## src/rtl/reaction_timer_pkg.sv

```systemverilog
// Shared types and constants for the reaction-timer controller and its display path.
// Display-select encoding is consumed by the downstream disp_mux.
package reaction_timer_pkg;

  typedef enum logic [2:0] {
    IDLE   = 3'd0,
    WAIT   = 3'd1,
    TIMING = 3'd2,
    DONE   = 3'd3,
    EARLY  = 3'd4,
    SLOW   = 3'd5
  } ctrl_state_t;

  typedef enum logic [1:0] {
    SEL_HI        = 2'd0,
    SEL_COUNT     = 2'd1,
    SEL_ERR_EARLY = 2'd2,
    SEL_ERR_SLOW  = 2'd3
  } disp_sel_t;

  // BCD patterns the display mux shows for the two error outcomes
  localparam logic [15:0] ERR_EARLY_VAL = 16'h9999;
  localparam logic [15:0] ERR_SLOW_VAL  = 16'h1000;

  localparam int REACT_W = 10;

endpackage

```

## src/rtl/reaction_timer_ctrl_if.sv

```systemverilog
// Handshake/status bundle between the reaction-timer controller and its surroundings.
// master = stimulus side (buttons, tick, LFSR); slave = controller.
interface reaction_timer_ctrl_if
  import reaction_timer_pkg::*;
#(
  parameter int RAND_W = 4
);

  logic               start;
  logic               stop;
  logic               tick_ms;
  logic [RAND_W-1:0]  rand_in;
  logic               led;
  logic               blank;
  disp_sel_t          disp_sel;
  logic [REACT_W-1:0] react_ms;
  logic               busy;

  modport master (
    output start, stop, tick_ms, rand_in,
    input  led, blank, disp_sel, react_ms, busy
  );

  modport slave (
    input  start, stop, tick_ms, rand_in,
    output led, blank, disp_sel, react_ms, busy
  );

endinterface

```

## src/rtl/reaction_timer_ctrl_btn_edge.sv

```systemverilog
// Registers a debounced button level and emits a one-cycle rising-edge pulse.
// The history flop resets to 1 so a button held through reset never fires.
module btn_edge (
  input  logic clk,
  input  logic reset,
  input  logic btn,
  output logic pulse
);

  logic btn_q;
  logic btn_d;

  always_comb begin
    btn_d = btn;
    if (reset) begin
      btn_d = 1'b1;
    end
  end

  always_ff @(posedge clk) begin
    btn_q <= btn_d;
  end

  assign pulse = btn & ~btn_q;

endmodule

```

## src/rtl/reaction_timer_ctrl.sv

```systemverilog
// Round sequencer: HI -> random wait -> LED-on reaction timing -> result / error display.
// Outputs are decoded from the state register or come straight from flops.
module reaction_timer_ctrl
  import reaction_timer_pkg::*;
#(
  parameter int MIN_DELAY_S = 2,
  parameter int MAX_MS      = 1000,
  parameter int MS_PER_S    = 1000,
  parameter int RAND_W      = 4
) (
  input  logic                  clk,
  input  logic                  reset,
  reaction_timer_ctrl_if.slave  io
);

  localparam int MS_W = (MS_PER_S > 1) ? $clog2(MS_PER_S) : 1;
  localparam logic [MS_W-1:0]    MS_LAST   = MS_W'(MS_PER_S - 1);
  localparam logic [RAND_W-1:0]  MIN_DELAY = RAND_W'(MIN_DELAY_S);
  localparam logic [REACT_W-1:0] MAX_VAL   = REACT_W'(MAX_MS);

  ctrl_state_t        state_q,  state_d;
  logic [MS_W-1:0]    ms_cnt_q, ms_cnt_d;
  logic [RAND_W-1:0]  sec_cnt_q, sec_cnt_d;
  logic [RAND_W-1:0]  delay_s_q, delay_s_d;
  logic [REACT_W-1:0] react_q,  react_d;

  logic start_p;
  logic stop_p;

  btn_edge u_start_edge (
    .clk   (clk),
    .reset (reset),
    .btn   (io.start),
    .pulse (start_p)
  );

  btn_edge u_stop_edge (
    .clk   (clk),
    .reset (reset),
    .btn   (io.stop),
    .pulse (stop_p)
  );

  always_comb begin
    state_d   = state_q;
    ms_cnt_d  = ms_cnt_q;
    sec_cnt_d = sec_cnt_q;
    delay_s_d = delay_s_q;
    react_d   = react_q;

    case (state_q)
      IDLE: begin
        react_d = '0;
        if (start_p) begin
          delay_s_d = (io.rand_in < MIN_DELAY) ? MIN_DELAY : io.rand_in;
          ms_cnt_d  = '0;
          sec_cnt_d = '0;
          state_d   = WAIT;
        end
      end

      WAIT: begin
        // An early press beats an expiring delay in the same cycle
        if (stop_p) begin
          state_d = EARLY;
        end else if (sec_cnt_q == delay_s_q) begin
          react_d = '0;
          state_d = TIMING;
        end else if (io.tick_ms) begin
          if (ms_cnt_q == MS_LAST) begin
            ms_cnt_d  = '0;
            sec_cnt_d = sec_cnt_q + 1'b1;
          end else begin
            ms_cnt_d = ms_cnt_q + 1'b1;
          end
        end
      end

      TIMING: begin
        if (stop_p) begin
          state_d = DONE;
        end else if (io.tick_ms) begin
          if (react_q >= MAX_VAL - 1'b1) begin
            react_d = MAX_VAL;
            state_d = SLOW;
          end else begin
            react_d = react_q + 1'b1;
          end
        end
      end

      DONE: begin
        if (start_p) begin
          react_d = '0;
          state_d = IDLE;
        end
      end

      EARLY: begin
        react_d = '0;
        if (start_p) begin
          state_d = IDLE;
        end
      end

      SLOW: begin
        react_d = MAX_VAL;
        if (start_p) begin
          react_d = '0;
          state_d = IDLE;
        end
      end

      default: begin
        state_d   = IDLE;
        ms_cnt_d  = '0;
        sec_cnt_d = '0;
        delay_s_d = '0;
        react_d   = '0;
      end
    endcase
  end

  always_ff @(posedge clk) begin
    if (reset) begin
      state_q   <= IDLE;
      ms_cnt_q  <= '0;
      sec_cnt_q <= '0;
      delay_s_q <= '0;
      react_q   <= '0;
    end else begin
      state_q   <= state_d;
      ms_cnt_q  <= ms_cnt_d;
      sec_cnt_q <= sec_cnt_d;
      delay_s_q <= delay_s_d;
      react_q   <= react_d;
    end
  end

  always_comb begin
    io.disp_sel = SEL_HI;
    case (state_q)
      TIMING, DONE: io.disp_sel = SEL_COUNT;
      EARLY:        io.disp_sel = SEL_ERR_EARLY;
      SLOW:         io.disp_sel = SEL_ERR_SLOW;
      default:      io.disp_sel = SEL_HI;
    endcase
  end

  assign io.led      = (state_q == TIMING);
  assign io.blank    = (state_q == WAIT);
  assign io.busy     = (state_q == WAIT) || (state_q == TIMING);
  assign io.react_ms = react_q;

endmodule
```

## src/flat_wrapper.sv

```systemverilog
// flat-port wrapper written by rule: the top's interface ports become plain ports
module reaction_timer_ctrl_flat import reaction_timer_pkg::*;
#(
  parameter int MIN_DELAY_S = 2,
  parameter int MAX_MS      = 1000,
  parameter int MS_PER_S    = 1000,
  parameter int RAND_W      = 4
)
  (clk, reset, io_start, io_stop, io_tick_ms, io_rand_in, io_led, io_blank, io_disp_sel, io_react_ms, io_busy);
  reaction_timer_ctrl_if #(.RAND_W(RAND_W)) io_i ();
  input  logic clk;
  input  logic reset;
  input wire logic [$bits(io_i.start)-1:0] io_start;
  input wire logic [$bits(io_i.stop)-1:0] io_stop;
  input wire logic [$bits(io_i.tick_ms)-1:0] io_tick_ms;
  input wire logic [$bits(io_i.rand_in)-1:0] io_rand_in;
  output wire logic [$bits(io_i.led)-1:0] io_led;
  output wire logic [$bits(io_i.blank)-1:0] io_blank;
  output wire logic [$bits(io_i.disp_sel)-1:0] io_disp_sel;
  output wire logic [$bits(io_i.react_ms)-1:0] io_react_ms;
  output wire logic [$bits(io_i.busy)-1:0] io_busy;
  assign io_i.start = io_start;
  assign io_i.stop = io_stop;
  assign io_i.tick_ms = io_tick_ms;
  assign io_i.rand_in = io_rand_in;
  assign io_led = io_i.led;
  assign io_blank = io_i.blank;
  assign io_disp_sel = io_i.disp_sel;
  assign io_react_ms = io_i.react_ms;
  assign io_busy = io_i.busy;
  reaction_timer_ctrl #(.MIN_DELAY_S(MIN_DELAY_S), .MAX_MS(MAX_MS), .MS_PER_S(MS_PER_S), .RAND_W(RAND_W)) u_core (.clk(clk), .reset(reset), .io(io_i));
endmodule
```

## config.mk

```make
export PLATFORM = sky130hd
export DESIGN_NAME = reaction_timer_ctrl_flat
export DESIGN_NICKNAME = d
export VERILOG_FILES = /design/src/rtl/reaction_timer_pkg.sv /design/src/rtl/reaction_timer_ctrl_if.sv /design/src/rtl/reaction_timer_ctrl_btn_edge.sv /design/src/rtl/reaction_timer_ctrl.sv /design/src/flat_wrapper.sv
export SDC_FILE = /design/constraint.sdc
export NUM_CORES = 1
export LEC_CHECK = 0
export CORE_ASPECT_RATIO = 0.5
export CORE_MARGIN = 5
export CORE_UTILIZATION = 45
export DETAILED_ROUTE_END_ITERATION = 8
export HOLD_SLACK_MARGIN = 0.02
export PLACE_DENSITY = 0.7
export RECOVER_POWER = 50
export SLEW_MARGIN = 5
export SYNTH_ARGS = -nofsm -noshare
export SYNTH_HDL_FRONTEND = slang
export SYNTH_SLANG_ARGS = --single-unit
```

## constraint.sdc

```tcl
create_clock -name clk -period 5.7 [get_ports clk]
set_input_delay 0.57 -clock clk [delete_from_list [all_inputs] [get_ports clk]]
set_output_delay 0.57 -clock clk [all_outputs]
set_load 0.02 [all_outputs]
```

==> run_results.csv, run 1 <==
group,metric,value,unit
yosys,yosys.area.top_type,"dfxtp_1",
cells_and_area,diodes,0,
floorplan,coreArea,4004,um2
critical_path,reg2reg_slack,2820,ps
critical_path,rr_startpoint,"u_core.state_q[2]",
yosys,synth_warnings,0,
global_route,antenna_found_initial,0,
yosys,avgSynthCellArea,8.466,um2
timing,hold_viol,0,
cts,cts_resized,0,
critical_path,critPathLaunchType,"primary input",
yosys,async_flop_share,0,%
yosys,synth_top_flop_cell,"dfxtp_1",
cts,clock_path_buffers,2,
global_route,grt_max_degree,25,
global_route,grt_pass1_wl,7.659,mm
cells_and_area,final_net_count,258,
global_route,grtUsageTotal,16.28,%
cts,cts.sinks,33,
critical_path,critPathMaxFanout,24,
detailed_routing,route.detailed.drc,0,
timing,finClkSkew,9.277,ps
placement,dp_hpwl,3.161,mm
critical_path,crit_start,"io_start",
floorplan,die_w,102.4,um
timing,worst_slew_pin_slew,1140,ps
yosys,ys_top_cells_by_area,"dfxtp_1, a21oi_1, nand3_1, xnor2_1, nor2_1",
cells_and_area,multi_input_area,1150,um2
detailed_routing,wl,4.485,mm
critical_path,worstSetupEndpointType,"register",
cells_and_area,final_common_cell,"dfxtp_1",
floorplan,io_pins,24,
timing,finalSetupViolCount,0,
cells_and_area,stdcell_area,2246,um2
global_route,grt_pass1_vias,1618,
power,power_density,446.6,nW/um2
detailed_routing,avgRoutedWirePerCell,14.90,um
placement,dpl-instance-area,2148,um2
cts,clk_latency,280,ps
placement,place_ws,2938,ps
hold_path,hold_class,"reg -> reg",
critical_path,crit_arrival,3210,ps
timing,slew_headroom,23.52,%
critical_path,rr_worst_depth,6,
floorplan,die_y,56.21,um
placement,place.gp.congestion,0.8678,
detailed_routing,antenna_left,0,
cts,cts_root_buffer,"clkbuf_8",
cts,cts_setup_buffers,0,
placement,numPortBuffers,23,
job,drv_cap,0,
power,ir_drop,196.3,uV
cells_and_area,drive_gt1_share,6.478,%
floorplan,initial_core_util,48.00,%
yosys,synth_top_area_share,34.38,%
power,p_leak,0.7822,nW
timing,fin_crit,2993,ps
yosys,synth-seq-cells,33,
floorplan,die_area,5757,um2
detailed_routing,vias_per_cell,5.914,
cts,numCtsBuffers,5,
critical_path,crit_required,5910,ps
detailed_routing,vias,1780,
yosys,syn_inst,227,
critical_path,r2r_end,"u_core.ms_cnt_q[8]",
timing,rsz0062_at_grt,"false",
cells_and_area,layout_common_cells,"dfxtp_1, a21oi_1, nor2_1, nand3_1, nand2_1",
status,status,"finished, final reports clean",
critical_path,crit_path_end,"u_core.ms_cnt_q[8]",
timing,clock.fmax,0.3341,GHz
detailed_routing,first_pass_iters,4,
timing,fin_crit_sh,52.52,%
cts,cts_tree,"built",
cts,h-tree-depth,2,
cells_and_area,nFillCells,390,
yosys,synthesis.area,1922,um2
cells_and_area,area_growth,16.86,%
yosys,syn-num-nets,239,
cts,cts.hold.buffers_added,0,
global_route,grt-ovfl-total,0,
timing,tns,0,ps
yosys,synth-edff-count,0,
detailed_routing,drtIter0Drc,91,
cts,clkTransAtPathRegs,70,ps
timing,drv_slew,0,
yosys,ys_types,50,
yosys,seq_area_frac_synth,34.38,%
critical_path,crit_type,"in -> reg",
cells_and_area,regArea,660.6,um2
floorplan,rows,16,
power,power,1.003,mW
timing,timing.final.ws_setup,2707,ps
-- registers in the layout, summed over array words and instances (netlist names) --
signal                     flops
u_core.io.react_ms            10
u_core.ms_cnt_q               10
u_core.u_start_edge.btn_q      1
u_core.state_q                 3
u_core.delay_s_q               4
u_core.u_stop_edge.btn_q       1
u_core.sec_cnt_q               4
-- kinds of logic (layout without fill, tap and decap cells) --
| group | count (synthesis) | after routing | synth area share (%) |
|---|---|---|---|
| multiplexers | 3 | 3 | 1.563 |
| flip-flops | 33 | 33 | 34.37 |
| AO/OA/AOI/OAI | 71 | 71 | 26.30 |
| AND/OR/NAND/NOR | 90 | 90 | 25.98 |
| buffers and inverters | 16 | 36 | 4.817 |
| XOR/XNOR | 11 | 11 | 5.013 |
| adder cells (fa/ha/maj) | 3 | 3 | 1.953 |
-- cell type report --
type	count	share of cell area [%]
repair buffers	23	10.25
clock buffers	7	3.844
well taps	54	3.008
multi-input cells	178	51.20
inverters	5	0.9471
clock inverters	1	1.337
flip-flops and latches	33	29.42
-- how the worst min path moves through the flow --
stage	start	to	depth (start not counted)	slack, ps
floorplan	u_core.ms_cnt_q[8]	u_core.ms_cnt_q[8]	2	450
global placement	u_core.ms_cnt_q[8]	u_core.ms_cnt_q[8]	2	460
finish	u_core.delay_s_q[3]	u_core.delay_s_q[3]	2	480
global route	u_core.ms_cnt_q[8]	u_core.ms_cnt_q[8]	2	500
detailed placement	u_core.delay_s_q[3]	u_core.delay_s_q[3]	2	470
CTS	u_core.delay_s_q[3]	u_core.delay_s_q[3]	2	490
-- Yosys cell counts, types with 5 or more instances --
cell type	number
or3_1	6
nand2_1	14
nand2b_1	5
nand4_1	5
a21oi_1	23
o21ai_0	9
xnor2_1	7
nor2_1	15
a311oi_1	5
or4_1	6
dfxtp_1	33
o31ai_1	6
nand3_1	15
-- power breakdown --
part / internal, mW / switching [mW]
combinational: 0.181 / 0.280
sequential: 0.264 / 0.0493
clock: 0.143 / 0.0855
-- stage by stage --
stage,std cells,hold WS (ps),utilization [%]
floorplan,227,447.8,-
global placement,293,462.1,53.66
detailed placement,293,473.0,53.66
CTS,301,485.6,56.56
global route,301,499.2,56.09
finish,301,483.0,56.09
-- worst max-delay path, cell delays in order --
cell and delay [ps]:
dlygate4sd3_1 550, nand2b_1 150, a211oi_1 940, a41oi_4 260
or4_1 590, a21oi_1 150
-- layer usage --
layer  GRT usage, %  part of all wire (%)
met1          21.57                    49
met5              0                     0
met3          4.881                   4.7
met4          4.299                  0.76
met2          25.60                    45
Power figures use the tool's default switching activity.
==> run 2, diff against run 1 <==
==> constraint.sdc (replaced) <==
create_clock -name clk -period 3 [get_ports clk]
set_input_delay 0.3 -clock clk [delete_from_list [all_inputs] [get_ports clk]]
set_output_delay 0.3 -clock clk [all_outputs]
set_load 0.02 [all_outputs]
==> run 2 against run 1 <==
Effect of this change:
- critical path depth unchanged
- clock skew up 1.4 ps
- core utilization up 0.62 points
- count of clock-buffer cells in the layout unchanged
- cell area up 1.1%
- sequential cell count unchanged
- first-iteration DRC count down 6.6%
- power up 92%
- final cell count up 0.33%
- worst setup slack worse by 2200 ps
- wire length down 1.2%
==> run_results.csv, run 2 (synthesis results as in run 1) <==
group,metric,value,unit
timing,clock.fmax,0.3946,GHz
cells_and_area,final_net_count,259,
timing,slew_headroom,52.58,%
critical_path,crit_required,3210,ps
floorplan,coreArea,4004,um2
cts,clock_path_buffers,2,
cells_and_area,diodes,0,
floorplan,initial_core_util,48.00,%
placement,dpl-instance-area,2156,um2
timing,drv_slew,0,
placement,dp_cells,294,
cts,cts.sinks,33,
detailed_routing,drtIter0Drc,85,
power,p_leak,0.7890,nW
global_route,grt_max_degree,25,
cells_and_area,stdcell_area,2271,um2
placement,place_ws,511.4,ps
critical_path,crit_chain,"or3b_1 -> clkinvlp_2 -> a211oi_4 -> a41oi_4 -> or4_1 -> a21oi_1",
critical_path,slowest_delay,600,ps
critical_path,critPathLaunchType,"register",
critical_path,crit_arrival,2750,ps
cells_and_area,finish.utilization,56.72,%
detailed_routing,route.detailed.drc,0,
floorplan,die_area,5757,um2
critical_path,critPathMaxFanout,24,
cells_and_area,multi_input_area,1169,um2
timing,hold-worst-slack,485.5,ps
cts,cts_tree,"built",
cts,cts_resized,0,
power,power,1.923,mW
detailed_routing,vias,1799,
global_route,grt_pass1_wl,7.527,mm
timing,tns,0,ps
cells_and_area,final_common_cell,"dfxtp_1",
job,drv_cap,0,
cells_and_area,nFillCells,368,
cts,clk_latency,280,ps
timing,fin_crit,2534,ps
detailed_routing,first_pass_iters,4,
detailed_routing,avgRoutedWirePerCell,14.68,um
cells_and_area,drive_gt1_share,7.258,%
global_route,antenna_found_initial,0,
timing,finalSetupViolCount,0,
placement,numPortBuffers,23,
placement,dp_hpwl,3.197,mm
critical_path,cp_slowest_cell,"or4_1",
power,ir_drop,364.7,uV
timing,worst_slew_pin_slew,708.0,ps
detailed_routing,vias_per_cell,5.957,
cells_and_area,regArea,660.6,um2
floorplan,io_pins,24,
cts,cts_setup_buffers,0,
cts,cts.hold.buffers_added,0,
hold_path,hold_class,"reg -> reg",
cts,clkTransAtPathRegs,70,ps
cells_and_area,layout_common_cells,"dfxtp_1, a21oi_1, nor2_1, nand3_1, nand2_1",
timing,timing.final.ws_setup,465.6,ps
cells_and_area,area_growth,18.16,%
global_route,grt-ovfl-total,0,
power,power_density,846.6,nW/um2
critical_path,crit_type,"reg -> reg",
detailed_routing,wl,4.432,mm
status,status,"finished, final reports clean",
timing,rsz0062_at_grt,"false",
critical_path,cp_top_family,"simple AND/OR/NAND/NOR gates",
floorplan,rows,16,
global_route,grt_pass1_vias,1604,
floorplan,die_y,56.21,um
critical_path,critPathBufInv,1,
cells_and_area,finalNonFillerCells,302,
cts,numCtsBuffers,5,
floorplan,die_w,102.4,um
cts,h-tree-depth,2,
timing,finClkSkew,10.71,ps
critical_path,worstSetupEndpointType,"register",
detailed_routing,antenna_left,0,
placement,place.gp.congestion,0.8738,
global_route,grtUsageTotal,16.03,%
timing,fin_crit_sh,84.48,%
cts,cts_root_buffer,"clkbuf_8",
timing,hold_viol,0,
[run 2: final cells by class]
| cell class | instances | share of cell area (%) |
|---|---|---|
| clock inverters | 1 | 1.322 |
| repair buffers | 24 | 10.47 |
| multi-input cells | 178 | 51.46 |
| inverters | 5 | 0.8815 |
| well taps | 54 | 2.975 |
| flip-flops and latches | 33 | 29.09 |
| clock buffers | 7 | 3.802 |
[run 2: where the power goes]
part | total, mW | internal, mW | switching (mW)
Sequential | 0.595 | 0.502 | 0.0933
Clock | 0.434 | 0.271 | 0.163
Combinational | 0.894 | 0.353 | 0.541
Total | 1.92 | 1.12 | 0.798
[run 2: worst paths after layout]
path / start / cells after the start / slack, ps / to
worst min-delay path: u_core.ms_cnt_q[8] / 2 / 490 / u_core.ms_cnt_q[8]
worst min register to register: u_core.ms_cnt_q[8] / 2 / 490 / u_core.ms_cnt_q[8]
worst max-delay path: u_core.state_q[2] / 6 / 470 / u_core.sec_cnt_q[3]
worst max register to register: u_core.state_q[2] / 6 / 470 / u_core.sec_cnt_q[3]
[run 2: worst reg2reg max path: stages (launching register included)]
cell	delay [ps]
dfxtp_1	530
or3b_1	300
clkinvlp_2	250
a211oi_4	430
a41oi_4	200
or4_1	600
a21oi_1	150
[run 2: metal layers]
layer,vias to the layer above,global-route usage (%),wire length (um)
met5,-,0,0
met4,0,4.299,17
met3,2,4.631,191
met2,41,23.30,1961
met1,854,22.86,2261
li1,902,-,-
